===== src/rtl/keypad_scan_if.sv =====
// keypad_scan_if: keypad row/column lines, key outputs and digit history for keypad_scan.
// master = keypad/consumer side, slave = scanner side.
interface keypad_scan_if;
  logic [3:0]  ROW;
  logic        clr;
  logic [3:0]  COL;
  logic [3:0]  key_code;
  logic        key_valid;
  logic        key_held;
  logic [15:0] Hexs;

  modport master (
    output ROW, clr,
    input  COL, key_code, key_valid, key_held, Hexs
  );

  modport slave (
    input  ROW, clr,
    output COL, key_code, key_valid, key_held, Hexs
  );
endinterface


===== src/rtl/keypad_scan.sv =====
// keypad_scan: 4x4 active-low matrix keypad scanner with frame-level debounce and 16-bit digit history.
// Optional auto-repeat while a key stays down is enabled by defining KEYPAD_AUTOREPEAT_EN.
module keypad_scan #(
  parameter int SCAN_DIV_BITS  = 17,
  parameter int DEBOUNCE_SCANS = 4,
  parameter int REPEAT_FRAMES  = 32
) (
  input  logic         clk,
  input  logic         RST,
  keypad_scan_if.slave kp
);
  localparam int CNT_W = $clog2(DEBOUNCE_SCANS + 1);

  typedef enum logic [1:0] {IDLE, DEBOUNCE, PRESSED} state_t;

  logic [3:0]               row_meta_q, row_sync_q;
  logic [SCAN_DIV_BITS-1:0] div_q, div_d;
  logic [1:0]               col_idx_q, col_idx_d;
  logic [1:0]               hit_cnt_q, hit_cnt_d;
  logic [3:0]               hit_code_q, hit_code_d;
  state_t                   state_q, state_d;
  logic [3:0]               cand_q, cand_d;
  logic [CNT_W-1:0]         cnt_q, cnt_d, cnt_inc;
  logic [3:0]               key_code_q, key_code_d;
  logic                     key_valid_q, key_valid_d;
  logic [15:0]              hexs_q, hexs_d;

  logic       tick, frame_end, frame_key, col_multi, accept;
  logic [3:0] pressed, acc_code;
  logic [1:0] acc_cnt, row_first;

`ifdef KEYPAD_AUTOREPEAT_EN
  localparam int REP_W = $clog2(REPEAT_FRAMES + 1);
  logic [REP_W-1:0] rep_q, rep_d, rep_inc;
`endif

  // Scan timing and per-frame hit accumulation; hit_cnt saturates at 2 meaning "several keys".
  always_comb begin
    tick       = &div_q;
    div_d      = div_q + SCAN_DIV_BITS'(1);
    col_idx_d  = tick ? col_idx_q + 2'd1 : col_idx_q;
    pressed    = ~row_sync_q;
    col_multi  = (pressed & (pressed - 4'd1)) != 4'd0;
    row_first  = pressed[0] ? 2'd0 : pressed[1] ? 2'd1 : pressed[2] ? 2'd2 : 2'd3;
    acc_cnt    = hit_cnt_q;
    acc_code   = hit_code_q;
    if (tick && pressed != 4'd0) begin
      if (hit_cnt_q == 2'd0 && !col_multi) begin
        acc_cnt  = 2'd1;
        acc_code = {row_first, col_idx_q};
      end else begin
        acc_cnt  = 2'd2;
      end
    end
    frame_end  = tick && (col_idx_q == 2'd3);
    frame_key  = frame_end && (acc_cnt == 2'd1);
    hit_cnt_d  = frame_end ? 2'd0 : acc_cnt;
    hit_code_d = acc_code;
  end

  always_comb begin
    state_d = state_q;
    cand_d  = cand_q;
    cnt_d   = cnt_q;
    accept  = 1'b0;
    cnt_inc = cnt_q + CNT_W'(1);
`ifdef KEYPAD_AUTOREPEAT_EN
    rep_d   = rep_q;
    rep_inc = rep_q + REP_W'(1);
`endif
    if (frame_end) begin
      case (state_q)
        IDLE: begin
          if (frame_key) begin
            cand_d = acc_code;
            if (DEBOUNCE_SCANS == 1) begin
              state_d = PRESSED;
              accept  = 1'b1;
              cnt_d   = '0;
            end else begin
              state_d = DEBOUNCE;
              cnt_d   = CNT_W'(1);
            end
          end
        end
        DEBOUNCE: begin
          if (!frame_key) begin
            state_d = IDLE;
            cnt_d   = '0;
          end else if (acc_code != cand_q) begin
            cand_d  = acc_code;
            cnt_d   = CNT_W'(1);
          end else if (cnt_inc == CNT_W'(DEBOUNCE_SCANS)) begin
            state_d = PRESSED;
            accept  = 1'b1;
            cnt_d   = '0;
          end else begin
            cnt_d   = cnt_inc;
          end
        end
        PRESSED: begin
          // In PRESSED, cnt counts consecutive empty frames toward release.
          if (frame_key) begin
            cnt_d = '0;
`ifdef KEYPAD_AUTOREPEAT_EN
            if (acc_code == cand_q) begin
              if (rep_inc == REP_W'(REPEAT_FRAMES)) begin
                accept = 1'b1;
                rep_d  = '0;
              end else begin
                rep_d  = rep_inc;
              end
            end
`endif
          end else begin
`ifdef KEYPAD_AUTOREPEAT_EN
            rep_d = '0;
`endif
            if (cnt_inc == CNT_W'(DEBOUNCE_SCANS)) begin
              state_d = IDLE;
              cnt_d   = '0;
            end else begin
              cnt_d   = cnt_inc;
            end
          end
        end
        default: state_d = IDLE;
      endcase
`ifdef KEYPAD_AUTOREPEAT_EN
      if (state_q != PRESSED && state_d == PRESSED) rep_d = '0;
`endif
    end
  end

  // clr has priority over a coinciding accept for the history word only.
  always_comb begin
    key_valid_d = accept;
    key_code_d  = accept ? cand_d : key_code_q;
    hexs_d      = kp.clr ? 16'h0000 : (accept ? {hexs_q[11:0], cand_d} : hexs_q);
  end

  always_ff @(posedge clk or posedge RST) begin
    if (RST) begin
      row_meta_q  <= 4'hF;
      row_sync_q  <= 4'hF;
      div_q       <= '0;
      col_idx_q   <= 2'd0;
      hit_cnt_q   <= 2'd0;
      hit_code_q  <= 4'd0;
      state_q     <= IDLE;
      cand_q      <= 4'd0;
      cnt_q       <= '0;
      key_code_q  <= 4'd0;
      key_valid_q <= 1'b0;
      hexs_q      <= 16'h0000;
`ifdef KEYPAD_AUTOREPEAT_EN
      rep_q       <= '0;
`endif
    end else begin
      row_meta_q  <= kp.ROW;
      row_sync_q  <= row_meta_q;
      div_q       <= div_d;
      col_idx_q   <= col_idx_d;
      hit_cnt_q   <= hit_cnt_d;
      hit_code_q  <= hit_code_d;
      state_q     <= state_d;
      cand_q      <= cand_d;
      cnt_q       <= cnt_d;
      key_code_q  <= key_code_d;
      key_valid_q <= key_valid_d;
      hexs_q      <= hexs_d;
`ifdef KEYPAD_AUTOREPEAT_EN
      rep_q       <= rep_d;
`endif
    end
  end

  assign kp.COL       = ~(4'b0001 << col_idx_q);
  assign kp.key_code  = key_code_q;
  assign kp.key_valid = key_valid_q;
  assign kp.key_held  = (state_q == PRESSED);
  assign kp.Hexs      = hexs_q;
endmodule


===== src/flat_wrapper.sv =====
// flat-port wrapper written by rule: the top's interface ports become plain ports
module keypad_scan_flat 
#(
  parameter int SCAN_DIV_BITS  = 17,
  parameter int DEBOUNCE_SCANS = 4,
  parameter int REPEAT_FRAMES  = 32
)
  (clk, RST, kp_ROW, kp_clr, kp_COL, kp_key_code, kp_key_valid, kp_key_held, kp_Hexs);
  keypad_scan_if kp_i ();
  input  logic clk;
  input  logic RST;
  input wire logic [$bits(kp_i.ROW)-1:0] kp_ROW;
  input wire logic [$bits(kp_i.clr)-1:0] kp_clr;
  output wire logic [$bits(kp_i.COL)-1:0] kp_COL;
  output wire logic [$bits(kp_i.key_code)-1:0] kp_key_code;
  output wire logic [$bits(kp_i.key_valid)-1:0] kp_key_valid;
  output wire logic [$bits(kp_i.key_held)-1:0] kp_key_held;
  output wire logic [$bits(kp_i.Hexs)-1:0] kp_Hexs;
  assign kp_i.ROW = kp_ROW;
  assign kp_i.clr = kp_clr;
  assign kp_COL = kp_i.COL;
  assign kp_key_code = kp_i.key_code;
  assign kp_key_valid = kp_i.key_valid;
  assign kp_key_held = kp_i.key_held;
  assign kp_Hexs = kp_i.Hexs;
  keypad_scan #(.SCAN_DIV_BITS(SCAN_DIV_BITS), .DEBOUNCE_SCANS(DEBOUNCE_SCANS), .REPEAT_FRAMES(REPEAT_FRAMES)) u_core (.clk(clk), .RST(RST), .kp(kp_i));
endmodule

===== config.mk =====
export PLATFORM = sky130hd
export DESIGN_NAME = keypad_scan_flat
export DESIGN_NICKNAME = d
export VERILOG_FILES = /design/src/rtl/keypad_scan_if.sv /design/src/rtl/keypad_scan.sv /design/src/flat_wrapper.sv
export SDC_FILE = /design/constraint.sdc
export NUM_CORES = 1
export LEC_CHECK = 0
export CAP_MARGIN = 20
export CORE_ASPECT_RATIO = 0.7
export CORE_UTILIZATION = 45
export DETAILED_ROUTE_END_ITERATION = 16
export HOLD_SLACK_MARGIN = 0.03
export PLACE_DENSITY = 0.78
export SLEW_MARGIN = 20
export SYNTH_ARGS = -nofsm -noshare
export SYNTH_HDL_FRONTEND = slang
export SYNTH_SLANG_ARGS = --single-unit

===== constraint.sdc =====
create_clock -name clk -period 9.6 [get_ports clk]
set_input_delay 1.92 -clock clk [delete_from_list [all_inputs] [get_ports clk]]
set_output_delay 1.92 -clock clk [all_outputs]
set_load 0.02 [all_outputs]

==> results.py, run 1 <==
metrics = {
    "cells_and_area": {
        "drive_gt1_share_pct": 13.2,
        "seq_area_mm2": 0.00159,
        "areaGrowthSynthToFinish_pct": 19.5,
        "nNetsFinal": 332,
        "fillCellCount": 545,
        "antenna_cells": 0,
        "multi_input_area_mm2": 0.00141,
    },
    "worst_setup_path": {
        "cp.arrival_ps": 4010,
        "crit_start": "u_core.div_q[2]$_DFF_PP0_",
        "ff2ff_path_depth": 11,
        "r2r-start": "u_core.div_q[2]$_DFF_PP0_",
        "cp-end-kind": "flop",
        "cp.required_ps": 9830,
        "critPathCapture": "u_core.kp.key_code[1]$_DFFE_PP0P_",
        "r2r-end": "u_core.kp.key_code[1]$_DFFE_PP0P_",
        "cp_max_fo": 19,
        "critPathKind": "reg2reg",
        "reg2reg_slack_ps": 5820,
        "startpoint_type": "flop",
    },
    "placed_design": {
        "hpwlAfterDp_um": 4270,
        "place_ws_ps": 5830,
        "port_buffers": 32,
        "place_congestion": 0.867,
    },
    "grt": {
        "grt_max_degree": 64,
        "grt_usage_pct": 18.8,
        "grt_pass1_vias": 2092,
        "antenna_found_initial": 0,
        "grt_pass1_wl_um": 10300,
        "overflow": 0,
    },
    "clock_network": {
        "clock_path_buffers": 2,
        "htree_levels": 3,
        "tritoncts": "yes",
        "cts_resized": 0,
        "postCtsSetupRepairBufs": 0,
        "cts.sinks": 63,
        "hold_buffers": 0,
        "path_clk_slew_ps": 70,
        "cts_root_buffer": "clkbuf_8",
        "cts_buffers": 9,
        "worstSkewPairLatency_ps": 340,
    },
    "worst_hold_path": {
        "hold_path.class": "reg2reg",
        "min_from": "u_core.row_meta_q[0]$_DFF_PP1_",
    },
    "synth": {
        "synth_cells": 277,
        "synth-main-ff-cell": "dfrtp_1",
        "synthMuxAreaShare_pct": 3.66,
        "synth.area.top_cells": "dfrtp_1, dfstp_2, ha_1, xnor2_1, o21ai_0",
        "synth-async-reset-ratio_pct": 100,
        "yosys.area_share.xor_xnor_pct": 6.19,
        "synth-edff-count": 0,
        "synth_adder_area_share_pct": 4.83,
        "ys_types": 53,
        "synth-seq-cells": 63,
        "synth_area_mm2": 0.00311,
        "ys_warn_count": 0,
        "synthesis.nets": 296,
        "synth.most_common_cell": "dfrtp_1",
        "synth-compound-area-share_pct": 17.8,
        "synthSimpleGateAreaFrac_pct": 12.9,
        "synth_top_family_by_area": "compound AO/OA/AOI/OAI gates",
        "synth-seq-area-share_pct": 51.0,
        "synth_area_leader_cell": "dfrtp_1",
        "syn_avg_cell_area_um2": 11.2,
        "synth_top_cells_by_count": "dfrtp_1, o21ai_0, nand2_1, a21oi_1, nand3_1",
        "synth_top_area_share_pct": 44.2,
    },
    "timing": {
        "min_period_ps": 3780,
        "fin_tns_setup_ps": 0,
        "period_share_pct": 39.4,
        "worstMarginPinSlew_ps": 752,
        "rsz0062_at_grt": "no",
        "slew-limit-headroom_pct": 49.8,
        "skew_ps": 10.3,
        "whs_ps": 356,
        "report.final.slew_viol_count": 0,
        "finalSetupViolCount": 0,
        "fmax_mhz": 264,
        "layout_setup_ws_ps": 5820,
        "hold_viol": 0,
    },
    "floorplanning": {
        "fp-row-count": 24,
        "fp.dieH_um": 71.6,
        "initial_core_util_pct": 48.2,
        "dieArea_mm2": 0.00726,
        "die_w_um": 101,
        "ios": 33,
        "core_mm2": 0.00646,
    },
    "power_and_ir_drop": {
        "leakagePower_uw": 0.00168,
        "power_density_mw_per_mm2": 143,
        "peakVddDrop_mv": 0.121,
    },
    "detailed_routing": {
        "drt_first_pass_iters": 5,
        "num_vias": 2212,
        "ant_nets": 0,
        "wl_per_cell_um": 14.4,
        "drcViolationCount": 0,
        "drt-initial-drc-count": 83,
        "drt-total-wl_um": 5890,
        "vias_per_cell": 5.41,
    },
    "job": {
        "maxCapViolCount": 0,
    },
    "outcome": {
        "run_status": "complete, no violations",
    },
}
[final cells by class]
class	instances	share of cell area, %
sequential	63	42.7
tap	91	3.06
clock inverter	4	1.88
multi-input combinational	189	38.0
timing repair buffer	33	8.81
clock buffer	12	3.90
inverter	17	1.72
[cells in the final DEF (no fill, tap or decap), types with 2 or more instances in the layout]
| cell | synthesis | layout |
|---|---|---|
| nand2_1 | 21 | 21 |
| a211o_1 | 2 | 2 |
| nor2_1 | 7 | 7 |
| dfstp_2 | 8 | 8 |
| clkdlybuf4s50_1 | 0 | 32 |
| nand3_1 | 19 | 19 |
| xor2_1 | 8 | 8 |
| dfrtp_1 | 55 | 55 |
| a31o_1 | 3 | 3 |
| o21ai_1 | 2 | 2 |
| and2_1 | 6 | 6 |
| clkinv_2 | 0 | 2 |
| clkbuf_8 | 0 | 10 |
| mux2_2 | 3 | 3 |
| mux2_4 | 4 | 4 |
| o21ai_0 | 22 | 22 |
| nor3_1 | 2 | 2 |
| bufinv_16 | 0 | 2 |
| ha_1 | 12 | 12 |
| xnor2_1 | 14 | 14 |
| a211oi_1 | 3 | 3 |
| o211ai_1 | 3 | 3 |
| o211a_1 | 3 | 3 |
| mux2i_1 | 2 | 2 |
| a21oi_1 | 19 | 19 |
| inv_1 | 17 | 16 |
| and3_1 | 5 | 5 |
| clkbuf_1 | 3 | 2 |
| nor3b_1 | 3 | 3 |
[per-layer routing]
layer  GRT usage [%]  share of wire [%]  vias up
met1            28.1                 49     1089
met4            8.37               0.95        0
met3            4.98                4.8        4
met5               0                  0        -
li1                -                  -     1063
met2            25.5                 45       56
[cell families after synthesis]
logic type | after synthesis
AO/OA/AOI/OAI | 74
XOR/XNOR | 22
adder cells (fa/ha/maj) | 12
buffers and inverters | 25
flip-flops | 63
multiplexers | 9
AND/OR/NAND/NOR | 72
[worst min-delay path by stage]
stage | end | slack, ps | depth (start not counted)
detailed placement | u_core.row_sync_q[0]$_DFF_PP1_ | 350 | 0
floorplan | u_core.row_sync_q[0]$_DFF_PP1_ | 350 | 0
finish | u_core.row_sync_q[0]$_DFF_PP1_ | 360 | 0
CTS | u_core.row_sync_q[0]$_DFF_PP1_ | 360 | 0
global route | u_core.row_sync_q[3]$_DFF_PP1_ | 360 | 0
global placement | u_core.row_sync_q[2]$_DFF_PP1_ | 350 | 0
[power by group]
| group | switching, uW | internal (uW) |
|---|---|---|
| combinational | 9.63 | 4.66 |
| sequential | 1.61 | 269 |
| clock | 95.4 | 153 |
| total | 107 | 426 |
[sequential cells by signal (all words and copies together) (netlist names), 3 cells and up]
name	flops
u_core.cand_q	4
u_core.cnt_q	3
u_core.kp.key_code	4
u_core.kp.Hexs	16
u_core.row_sync_q	4
u_core.row_meta_q	4
u_core.hit_code_q	4
u_core.div_q	17
[critical path: stages (launching register included)]
cell and delay (ps):
dfrtp_1 390, and3_1 220, and3_1 220, nand3_1 160
nor2_1 220, and3_1 200, ha_1 350, or3b_1 540
o21ai_1 220, nand2_1 450, nor2_8 370, mux2_4 320
[through the flow]
| step | instances | cell area, um^2 | util (%) | power, uW |
|---|---|---|---|---|
| detailed placement | 393 | 3500 | 54.3 | 290 |
| CTS | 409 | 3720 | 57.6 | 539 |
| global route | 409 | 3720 | 57.6 | 551 |
| global placement | 393 | 3500 | 54.3 | 289 |
| floorplan | 277 | 3110 | - | 284 |
| finish | 409 | 3720 | 57.6 | 533 |
(Power assumes the default switching activity.)
==> run 2: changes to the inputs <==
==> constraint.sdc (replaced) <==
create_clock -name clk -period 3.5 [get_ports clk]
set_input_delay 0.7 -clock clk [delete_from_list [all_inputs] [get_ports clk]]
set_output_delay 0.7 -clock clk [all_outputs]
set_load 0.02 [all_outputs]
==> run 2 against run 1 <==
Fmax up 16%. Total power rose to 2.5 times the previous value. Utilization up 0.60 points. Critical endpoint is now u_core.kp.key_code[0]$_DFFE_PP0P_. Largest power group unchanged.
==> results.py, run 2 (synthesis results as in run 1) <==
metrics = {
    "outcome": {
        "run_status": "complete, no violations",
    },
    "floorplanning": {
        "initial_core_util_pct": 48.2,
        "fp.dieH_um": 71.6,
        "dieArea_mm2": 0.00726,
        "ios": 33,
        "die_w_um": 101,
        "core_mm2": 0.00646,
        "fp-row-count": 24,
    },
    "timing": {
        "hold_viol": 0,
        "layout_setup_ws_ps": 226,
        "min_period_ps": 3270,
        "slew-limit-headroom_pct": 48.0,
        "whs_ps": 357,
        "report.final.slew_viol_count": 0,
        "fin_tns_setup_ps": 0,
        "worstMarginPinSlew_ps": 781,
        "period_share_pct": 93.6,
        "fmax_mhz": 305,
        "skew_ps": 7.20,
        "finalSetupViolCount": 0,
    },
    "detailed_routing": {
        "vias_per_cell": 5.37,
        "wl_per_cell_um": 14.9,
        "num_vias": 2244,
        "drt_first_pass_iters": 4,
        "drt-initial-drc-count": 177,
        "drcViolationCount": 0,
        "ant_nets": 0,
        "drt-total-wl_um": 6230,
    },
    "worst_setup_path": {
        "cp.arrival_ps": 3510,
        "cp-end-kind": "flop",
        "cp_max_fo": 10,
        "crit_start": "u_core.div_q[2]$_DFF_PP0_",
        "cp.required_ps": 3730,
        "startpoint_type": "flop",
        "r2r-end": "u_core.kp.key_code[0]$_DFFE_PP0P_",
        "ff2ff_path_depth": 12,
        "r2r-start": "u_core.div_q[2]$_DFF_PP0_",
        "reg2reg_slack_ps": 230,
        "critPathKind": "reg2reg",
    },
    "power_and_ir_drop": {
        "power_frac_seq_pct": 54.8,
        "swShare_pct": 25.1,
        "leakagePower_uw": 0.00170,
        "power_density_mw_per_mm2": 360,
        "intPower_uw": 1010,
        "peakVddDrop_mv": 0.268,
        "p_sw_uw": 340,
        "power_frac_comb_pct": 3.0,
        "p_clk_share_pct": 42.3,
    },
    "clock_network": {
        "tritoncts": "yes",
        "hold_buffers": 0,
        "worstSkewPairLatency_ps": 340,
        "path_clk_slew_ps": 80,
        "cts.sinks": 63,
        "clock_path_buffers": 2,
        "cts_buffers": 9,
        "htree_levels": 3,
        "cts_root_buffer": "clkbuf_8",
    },
    "job": {
        "maxCapViolCount": 0,
    },
    "grt": {
        "grt_usage_pct": 19.4,
        "grt_pass1_vias": 2139,
        "overflow": 0,
        "grt_pass1_wl_um": 10600,
        "antenna_found_initial": 0,
        "grt_max_degree": 64,
    },
    "placed_design": {
        "hpwlAfterDp_um": 4330,
        "place_congestion": 0.808,
        "place_ws_ps": 108,
        "placed_area_mm2": 0.00356,
        "port_buffers": 32,
    },
    "cells_and_area": {
        "nNetsFinal": 341,
        "drive_gt1_share_pct": 17.1,
        "layout_commonest_cell": "dfrtp_1",
        "areaGrowthSynthToFinish_pct": 20.8,
        "layout_common_cells": "dfrtp_1, clkdlybuf4s50_1, o21ai_0",
        "regMostFlops": "u_core.div_q",
        "fin_area_mm2": 0.00376,
        "largest_reg_flops": 17,
        "antenna_cells": 0,
    },
    "worst_hold_path": {
        "min_from": "u_core.row_meta_q[2]$_DFF_PP1_",
        "holdPathStages": 0,
        "hold_path.class": "reg2reg",
        "worstHoldEndpoint": "u_core.row_sync_q[2]$_DFF_PP1_",
    },
}
run 2: cell types whose count changed in the layout (fill, tap and decap cells not counted), sizes merged:
| cell | delta |
|---|---|
| inv | +3 |
| clkbuf | -3 |
| buf | +9 |
| clkinvlp | +2 |
| bufinv | -2 |
run 2: final cells by class:
cell class / count / area, um^2
multi-input cells: 189 / 1420
inverters: 17 / 63.8
repair buffers: 42 / 395
clock inverters: 7 / 55.1
clock buffers: 9 / 124
well taps: 91 / 114
flip-flops and latches: 63 / 1590
fillers: 548 / 2700
run 2: power by group through the flow:
stage / combinational [uW] / sequential, uW / clock, uW
2_1_floorplan: 25.7 / 753 / 0
3_3_place_gp: 39.9 / 754 / 0
3_5_place_dp: 40.6 / 755 / 0
4_1_cts: 40.8 / 741 / 586
5_1_grt: 45.4 / 741 / 617
6_report: 40.0 / 741 / 571
run 2: layer usage:
metal | part of all wire (%) | vias to the layer above | GRT usage (%)
li1 | - | 1075 | -
met1 | 51 | 1098 | 29.6
met2 | 42 | 65 | 26.1
met3 | 5.1 | 6 | 5.27
met4 | 1.5 | 0 | 7.73
met5 | 0 | - | 0
run 2: what timing repair did:
| action | CTS | global route |
|---|---|---|
| gates resized for setup | 0 | 3 |
| setup endpoints to repair | 0 | 22 |
| setup buffers | 0 | 2 |
run 2: through the flow:
step,util [%],instances,total power (uW)
after global placement,55.1,400,794
after detailed placement,55.1,400,795
after global routing,58.2,418,1400
after CTS,57.9,416,1370
after floorplan,-,277,779
final,58.2,418,1350
run 2: critical path, cell delays in order (launching register included):
cell	delay, ps
dfrtp_1	400
and3_1	210
and3_1	210
nand3_1	170
nor2_2	160
and3_1	170
ha_1	160
or3b_4	450
o21ba_1	230
a31oi_4	230
o221ai_4	200
nor2_8	260
mux2_4	320
run 2: worst max path at each step:
| stage | endpoint | cells after the start |
|---|---|---|
| 2_1_floorplan | u_core.kp.key_code[0]$_DFFE_PP0P_ | 12 |
| 3_3_place_gp | u_core.kp.key_code[0]$_DFFE_PP0P_ | 12 |
| 3_5_place_dp | u_core.kp.key_code[2]$_DFFE_PP0P_ | 12 |
| 4_1_cts | u_core.kp.key_code[0]$_DFFE_PP0P_ | 12 |
| 5_1_grt | u_core.kp.Hexs[3]$_DFFE_PP0P_ | 13 |
| 6_report | u_core.kp.key_code[0]$_DFFE_PP0P_ | 12 |
==> run 3: changes to the inputs <==
--- a/config.mk
+++ b/config.mk
@@ -11,6 +11,7 @@
 export DETAILED_ROUTE_END_ITERATION = 16
 export HOLD_SLACK_MARGIN = 0.03
 export PLACE_DENSITY = 0.78
+export SETUP_SLACK_MARGIN = 0.15
 export SLEW_MARGIN = 20
 export SYNTH_ARGS = -nofsm -noshare
 export SYNTH_HDL_FRONTEND = slang
==> run 3 against run 2 <==
Critical path type unchanged. Clock power barely moved. Sequential share of layout area fell by 0.73 points. Register-to-register slack improved by 90 ps. Utilization rose by 1.0 points. Setup slack improved by 88 ps. Sequential cell count did not move. Non-clock buffer count rose by 6. Die area did not move.
==> results.py, run 3 (synthesis results as in run 1) <==
metrics = {
    "worst_setup_path": {
        "slowest_stage": "or3b_4",
        "cp.required_ps": 3710,
        "cp_max_fo": 10,
        "cp-end-kind": "flop",
        "critPathKind": "reg2reg",
        "cp_cell_sequence": "and3_1 -> and3_4 -> nand3_2 -> nor2_2 -> and3_1 -> ha_1 -> or3b_4 -> o21ba_1 -> a31oi_4 -> o221ai_4 -> buf_4 -> o21ai_0 -> a21oi_1",
        "path_buf_inv": 1,
        "critical-path-top-delay-family": "simple AND/OR/NAND/NOR gates",
        "cp_common_cell": "and3_1",
        "startpoint_type": "flop",
        "cp.arrival_ps": 3390,
        "slowest_delay_ps": 450,
    },
    "clock_network": {
        "cts_buffers": 9,
        "clock_path_buffers": 2,
        "htree_levels": 3,
        "cts.sinks": 63,
        "tritoncts": "yes",
        "worstSkewPairLatency_ps": 340,
        "hold_buffers": 0,
        "path_clk_slew_ps": 80,
        "cts_root_buffer": "clkbuf_8",
    },
    "timing": {
        "min_period_ps": 3190,
        "report.final.slew_viol_count": 0,
        "period_share_pct": 91.0,
        "slew-limit-headroom_pct": 48.0,
        "finalSetupViolCount": 0,
        "skew_ps": 8.29,
        "fin_tns_setup_ps": 0,
        "worstMarginPinSlew_ps": 781,
        "fmax_mhz": 314,
        "hold_viol": 0,
        "rsz0062_at_grt": "no",
    },
    "cells_and_area": {
        "multi_input_area_mm2": 0.00144,
        "drive_gt1_share_pct": 20.1,
        "nNetsFinal": 347,
        "layout_common_cells": "dfrtp_1, clkdlybuf4s50_1, o21ai_0",
        "fin_area_mm2": 0.00382,
        "fillCellCount": 536,
        "regMostFlops": "u_core.div_q",
        "largest_reg_flops": 17,
        "areaGrowthSynthToFinish_pct": 22.9,
        "seq_area_mm2": 0.00159,
        "layout_commonest_cell": "dfrtp_1",
        "antenna_cells": 0,
    },
    "floorplanning": {
        "die_w_um": 101,
        "fp.dieH_um": 71.6,
        "initial_core_util_pct": 48.2,
        "ios": 33,
        "dieArea_mm2": 0.00726,
        "core_mm2": 0.00646,
        "fp-row-count": 24,
    },
    "power_and_ir_drop": {
        "p_clk_share_pct": 42.2,
        "intPower_uw": 1010,
        "swShare_pct": 25.1,
        "p_sw_uw": 339,
        "leakagePower_uw": 0.00174,
        "power_frac_seq_pct": 54.8,
        "power_frac_comb_pct": 3.0,
        "peakVddDrop_mv": 0.268,
        "power_density_mw_per_mm2": 353,
    },
    "detailed_routing": {
        "wl_per_cell_um": 15.0,
        "vias_per_cell": 5.42,
        "num_vias": 2296,
        "drt-initial-drc-count": 105,
        "ant_nets": 0,
        "drt_first_pass_iters": 4,
        "drcViolationCount": 0,
        "drt-total-wl_um": 6350,
    },
    "grt": {
        "antenna_found_initial": 0,
        "grt_usage_pct": 19.4,
        "grt_pass1_vias": 2139,
        "grt_max_degree": 64,
        "overflow": 0,
        "grt_pass1_wl_um": 10600,
    },
    "placed_design": {
        "place_congestion": 0.808,
        "placed_area_mm2": 0.00356,
        "hpwlAfterDp_um": 4330,
        "port_buffers": 32,
    },
    "outcome": {
        "run_status": "complete, no violations",
    },
    "job": {
        "maxCapViolCount": 0,
    },
    "worst_hold_path": {
        "hold_path.class": "reg2reg",
    },
}
-- run 3: cell types whose count changed in the layout (fill, tap and decap cells not counted), sizes merged --
cell  previous run  this run
buf             10        16
-- run 3: metrics by stage --
step / setup WS (ps) / power, uW / utilization (%) / hold WS (ps) / instances
floorplan: 411 / 779 / - / 345 / 277
global placement: 240 / 794 / 55.1 / 346 / 400
detailed placement: 108 / 795 / 55.1 / 347 / 400
CTS: 172 / 1370 / 57.9 / 359 / 416
global route: 113 / 1400 / 59.2 / 360 / 424
finish: 313 / 1350 / 59.2 / 358 / 424
-- run 3: routing by layer --
| layer | routed length, um | vias up | track usage [%] | share of wire (%) |
|---|---|---|---|---|
| met5 | 0 | - | 0 | 0 |
| met4 | 93 | 0 | 7.73 | 1.5 |
| met3 | 312 | 8 | 5.27 | 4.9 |
| met2 | 2800 | 63 | 26.1 | 44 |
| met1 | 3150 | 1134 | 29.6 | 50 |
| li1 | - | 1091 | - | - |
-- run 3: worst reg2reg max path, cell delays in order, from the launching register on --
cell      delay [ps]
dfrtp_1          380
and3_1           210
and3_4           220
nand3_2          110
nor2_2           130
and3_1           170
ha_1             160
or3b_4           450
o21ba_1          230
a31oi_4          230
o221ai_4         210
buf_4            220
o21ai_0          210
a21oi_1          100
-- run 3: area by class of cell --
class                           count  share of cell area, %
Tap cell                           91                   2.98
Multi-Input combinational cell    189                   37.7
Timing Repair Buffer               48                   11.5
Clock inverter                      7                   1.44
Inverter                           17                   1.67
Clock buffer                        9                   3.24
Sequential cell                    63                   41.5
-- run 3: power groups by stage --
stage	sequential (uW)	combinational, uW	clock, uW
floorplan	753	25.7	0
global placement	754	39.9	0
detailed placement	755	40.6	0
CTS	741	40.8	586
global route	741	45.6	618
finish	741	40.3	570
-- run 3: path summary, 6_finish.rpt --
check | startpoint | endpoint | slack (ps) | cells after the start
hold reg to reg | u_core.row_meta_q[2]$_DFF_PP1_ | u_core.row_sync_q[2]$_DFF_PP1_ | 360 | 0
hold / removal | u_core.row_meta_q[2]$_DFF_PP1_ | u_core.row_sync_q[2]$_DFF_PP1_ | 360 | 0
setup / recovery | u_core.div_q[3]$_DFF_PP0_ | u_core.kp.Hexs[9]$_DFFE_PP0P_ | 310 | 13
max in group asynchronous | RST | u_core.cnt_q[2]$_DFFE_PP0P_ | 2080 | 3
min in group asynchronous | RST | u_core.cand_q[2]$_DFF_PP0_ | 900 | 3
setup reg to reg | u_core.div_q[3]$_DFF_PP0_ | u_core.kp.Hexs[9]$_DFFE_PP0P_ | 310 | 13
-- run 3: timing repair --
| action | CTS | global route |
|---|---|---|
| pin swaps | 0 | 3 |
| setup endpoints to repair | 5 | 26 |
| buffers inserted | 0 | 8 |
| resized for setup | 1 | 7 |
| endpoints found under the hold margin | 0 | 0 |
